File: config.mk
export PLATFORM = sky130hd
export DESIGN_NAME = demux_dispatch_seq
export DESIGN_NICKNAME = d
export VERILOG_FILES = /design/src/rtl/demux_dispatch_seq.sv
export SDC_FILE = /design/constraint.sdc
export NUM_CORES = 1
export LEC_CHECK = 0
export BUFFER_PORTS_ARGS = -buffer_cell sky130_fd_sc_hd__buf_2
export CAP_MARGIN = 25
export CORE_UTILIZATION = 40
export DETAILED_ROUTE_END_ITERATION = 12
export PLACE_DENSITY = 0.65
export SYNTH_ARGS = -nofsm -noshare
export SYNTH_HDL_FRONTEND = slang
export SYNTH_SLANG_ARGS = --single-unit
File: constraint.sdc
create_clock -name clk -period 1.7 [get_ports clk]
set_input_delay 0.17 -clock clk [delete_from_list [all_inputs] [get_ports clk]]
set_output_delay 0.17 -clock clk [all_outputs]
set_load 0.03 [all_outputs]
File: src/rtl/demux_dispatch_seq.sv
// Upstream sequencer for a 1-to-N demux: accepts one bit per valid/ready handshake and dispatches it
// round-robin or to a fixed destination among those with dest_ready high. Optional: DEMUX_DISPATCH_TIMEOUT_EN.
module demux_dispatch_seq #(
    parameter int N       = 4,
    parameter int LOGN    = $clog2(N),
    parameter int TIMEOUT = 8
) (
    input  logic            clk,
    input  logic            rst_n,
    input  logic            in_valid,
    output logic            in_ready,
    input  logic            in_data,
    input  logic            mode,
    input  logic [LOGN-1:0] fixed_sel,
    input  logic [N-1:0]    dest_ready,
    output logic            out_valid,
    output logic [LOGN-1:0] out_s,
    output logic            out_a,
    output logic [LOGN-1:0] ptr
`ifdef DEMUX_DISPATCH_TIMEOUT_EN
   ,output logic            drop_pulse
`endif
);

    // state | meaning
    // IDLE  | no transfer in flight, ready for a bit
    // DRIVE | a bit is on out_s/out_a this cycle; may accept the next one
    // WAIT  | holding a bit that had no eligible destination; upstream stalled
    typedef enum logic [1:0] {IDLE, DRIVE, WAIT} state_t;

    if (N < 2 || TIMEOUT < 1) begin : g_bad_param
        $error("demux_dispatch_seq: requires N >= 2 and TIMEOUT >= 1");
    end

    state_t          state, state_nxt;
    logic            hold, hold_nxt;
    logic            valid_nxt, a_nxt;
    logic [LOGN-1:0] s_nxt, ptr_nxt;
    logic            cand_ok;
    logic [LOGN-1:0] cand;
    logic            accept, src_bit;
    int              idx;

    assign in_ready = (state != WAIT);
    assign accept   = in_valid & in_ready;
    assign src_bit  = (state == WAIT) ? hold : in_data;

    // Descending scan so the lowest cyclic offset from ptr wins.
    always_comb begin
        cand_ok = 1'b0;
        cand    = '0;
        idx     = 0;
        if (mode) begin
            if (int'(fixed_sel) < N) begin
                if (dest_ready[fixed_sel]) begin
                    cand_ok = 1'b1;
                    cand    = fixed_sel;
                end
            end
        end else begin
            for (int k = N - 1; k >= 0; k--) begin
                idx = (int'(ptr) + k) % N;
                if (dest_ready[idx]) begin
                    cand_ok = 1'b1;
                    cand    = LOGN'(idx);
                end
            end
        end
    end

`ifdef DEMUX_DISPATCH_TIMEOUT_EN
    localparam int CW = $clog2(TIMEOUT + 1);
    logic [CW-1:0] wait_cnt, wait_cnt_nxt;
    logic          drop_nxt;
`endif

    always_comb begin
        state_nxt = state;
        valid_nxt = 1'b0;
        a_nxt     = 1'b0;
        s_nxt     = out_s;
        ptr_nxt   = ptr;
        hold_nxt  = hold;
`ifdef DEMUX_DISPATCH_TIMEOUT_EN
        wait_cnt_nxt = '0;
        drop_nxt     = 1'b0;
`endif
        if ((accept || state == WAIT) && cand_ok) begin
            state_nxt = DRIVE;
            valid_nxt = 1'b1;
            s_nxt     = cand;
            a_nxt     = src_bit;
            if (!mode)
                ptr_nxt = (cand == LOGN'(N - 1)) ? '0 : cand + LOGN'(1);
        end else if (accept) begin
            state_nxt = WAIT;
            hold_nxt  = in_data;
`ifdef DEMUX_DISPATCH_TIMEOUT_EN
            wait_cnt_nxt = CW'(TIMEOUT - 1);
`endif
        end else if (state == WAIT) begin
`ifdef DEMUX_DISPATCH_TIMEOUT_EN
            // Down-counter reaches zero on the TIMEOUT-th WAIT cycle without a candidate.
            if (wait_cnt == '0) begin
                state_nxt = IDLE;
                drop_nxt  = 1'b1;
            end else begin
                wait_cnt_nxt = wait_cnt - CW'(1);
            end
`endif
        end else begin
            state_nxt = IDLE;
        end
    end

    always_ff @(posedge clk or negedge rst_n) begin
        if (!rst_n) begin
            state     <= IDLE;
            out_valid <= 1'b0;
            out_s     <= '0;
            out_a     <= 1'b0;
            ptr       <= '0;
            hold      <= 1'b0;
        end else begin
            state     <= state_nxt;
            out_valid <= valid_nxt;
            out_s     <= s_nxt;
            out_a     <= a_nxt;
            ptr       <= ptr_nxt;
            hold      <= hold_nxt;
        end
    end

`ifdef DEMUX_DISPATCH_TIMEOUT_EN
    always_ff @(posedge clk or negedge rst_n) begin
        if (!rst_n) begin
            wait_cnt   <= '0;
            drop_pulse <= 1'b0;
        end else begin
            wait_cnt   <= wait_cnt_nxt;
            drop_pulse <= drop_nxt;
        end
    end
`endif

endmodule

==> results.cfg <==
[final_layout]
diodes = 0
syn2layout_area_growth_pct = 26.70
fin_area_um2 = 700.7
nets = 92
drive_gt1_share_pct = 36.25
finalNonFillerCells = 95
fill_cells = 127
final_core_util_pct = 53.85

[place]
io_buffers = 17
dp_hpwl_um = 832.4
dpl.cell_count = 90
place.gp.congestion = 0.7398
placedInstanceArea_um2 = 656.9

[critical_path]
slowest_stage = dfrtp_2
critical_path.cell_chain = or2b_1, a22oi_1, o311ai_1, o22ai_1, xnor2_1, o31ai_2
crit_buf_inv = 0
critPathArrivalTime_ns = 1.71
critPathMaxFanout = 10
start_kind = flop
end_kind = flop
max_stage_delay_ns = 0.46
cp_top_family = compound AO/OA/AOI/OAI gates
worstSetupPathType = flop to flop
cp.required_ns = 1.86

[route]
avgViaCountPerCell = 5.200
via_count = 494
drt-total-wl_mm = 1.097
drc = 0
drt_iter0_markers = 8
wire_per_inst_um = 11.55
ant_nets = 0
first_pass_iters = 4

[synthesis]
synth_top_cell_by_area = dfrtp_1
synth_top_family_by_area = compound AO/OA/AOI/OAI gates
synth_mux_area_share_pct = 9.729
synth_top_cell_area_share_pct = 40.72
synth-adder-area-share_pct = 0
synthCells = 59
synth_seq_cells = 9
yosysSeqAreaShare_pct = 40.72
synth-xor-area-share_pct = 1.584
syn_area_um2 = 553.0
synthSimpleGateAreaFrac_pct = 15.38
syn_nets = 70
synth_compound_area_share_pct = 26.47
synthTopCellsByArea = dfrtp_1, o41ai_4, mux2_2
ys_warn_count = 0
synth_cell_types = 28
synth.avg_cell_area_um2 = 9.373

[sta]
whs_ns = 0.1560
period_share_pct = 90.91
fin_skew_ns = 0.001213
maxSlewHeadroom_pct = 71.64
fmax_ghz = 0.6471
report.final.slew_viol_count = 0
rsz0062_at_grt = false
tns_ns = 0
setup_viol_count_final = 0
tightest_slew_ns = 0.4253
period_minus_slack_ns = 1.545
hold_violations = 0

[global_routing]
grt_pass1_vias = 423
grt_use_total_pct = 18.10
grt_pass1_wl_mm = 1.814
antenna_found_initial = 0
grt_overflow = 0
grt_max_degree = 11

[job]
cap_violations = 0

[cts]
clock-sinks = 9
root_buffer = clkbuf_4
clkTransAtPathRegs_ns = 0.05
cts_made_buffers = 3
clock_latency_ns = 0.25
postCtsSetupBuffers = 0
clk_path_buf_depth = 2
htreeDepth = 1
cts_tree = built

[power]
leakage_nw = 0.3351
power_density_nw_per_um2 = 1100
ir_drop_mv = 0.7858

[floorplanning]
rows = 13
start_util_pct = 42.50
design.core.area_um2 = 1301
fp.dieH_um = 39.19
die_x_um = 39.19
die-area_um2 = 1535
ios = 18

[run_status]
outcome = finished, final reports clean

[worst_hold_path]
hold_class = input pin to flop
-- report_power, final --
part	internal [mW]	switching, mW
clock network	0.0898	0.0644
logic	0.119	0.191
registers	0.261	0.0456
-- timing repair --
| item | 4_1_cts | 5_1_grt |
|---|---|---|
| hold buffers | 1 | 0 |
| gates resized for setup | 0 | 3 |
| hold endpoints to repair | 9 | 0 |
| setup endpoints to repair | 0 | 2 |
-- registers in the layout (all words and copies together) (netlist names) --
signal,count
hold,1
out_a,1
out_s,2
out_valid,1
ptr,2
state,2
-- area by class of cell --
type,instances,area (um2),area share (%)
timing repair buffer,20,110.1,15.71
multi-input combinational,42,300.3,42.86
tap,15,18.77,2.679
sequential,9,226.5,32.32
inverter,5,18.77,2.679
clock buffer,4,26.28,3.750
-- per-layer routing --
layer | part of all wire (%) | global-route usage, % | up-vias
li1 | - | - | 253
met1 | 47 | 24.82 | 228
met2 | 48 | 27.50 | 13
met3 | 4.3 | 6.936 | 0
met4 | 0 | 2.586 | 0
met5 | 0 | 0 | -
-- metrics by stage --
step	setup slack [ns]	total power, mW
final	0.1546	0.7710
after global routing	0.02479	0.8266
after CTS	0.03461	0.7751
after detailed placement	0.04969	0.6131
after global placement	0.07931	0.6064
after floorplan	0.01246	0.5253
-- layout by cell type (no fill, tap or decap), drive strengths merged, types with 2 or more instances in the layout --
cell / netlist / layout
buf: 2 / 19
dfrtp: 9 / 9
nand2: 6 / 6
inv: 5 / 5
nor2: 4 / 4
o21ai: 4 / 4
clkbuf: 1 / 4
a21oi: 3 / 3
mux2: 3 / 3
nor2b: 2 / 2
mux2i: 2 / 2
o22ai: 2 / 2
o21bai: 2 / 2
nand3: 2 / 2
o31ai: 2 / 2
-- path summary, 6_finish.rpt --
check	startpoint	to	slack, ns	cells past startpoint
max in group asynchronous	rst_n	ptr[0]	1.21	2
min in group asynchronous	rst_n	state[0]	0.31	2
worst max register to register	ptr[0]	ptr[1]	0.15	6
worst max-delay path	ptr[0]	ptr[1]	0.15	6
worst min-delay path	in_data	hold	0.16	2
worst min register to register	hold	hold	0.50	1
-- kinds of logic (layout without fill, tap and decap cells) --
family                 count (synthesis)  after routing
AO/OA/AOI/OAI                         18             18
AND/OR/NAND/NOR                       18             18
flip-flops                             9              9
buffers and inverters                  8             29
multiplexers                           5              5
XOR/XNOR                               1              1
-- cells in the mapped netlist, drive strengths merged --
cell and n:
dfrtp 9, nand2 6, inv 5, nor2 4, o21ai 4, a21oi 3, mux2 3, buf 2
mux2i 2, nand3 2, nor2b 2, o21bai 2, o22ai 2, o31ai 2, a2111oi 1, a211oi 1
a22oi 1, clkbuf 1, nand2b 1, nor3 1, nor4 1, o311ai 1, o41ai 1, or2b 1
xnor2 1
-- worst register-to-register path, cell delays in order (launching register included) --
cell and delay (ns):
dfrtp_2 0.46, or2b_1 0.24, a22oi_1 0.13, o311ai_1 0.10
o22ai_1 0.22, xnor2_1 0.12, o31ai_2 0.18
(Power assumes the default switching activity.)
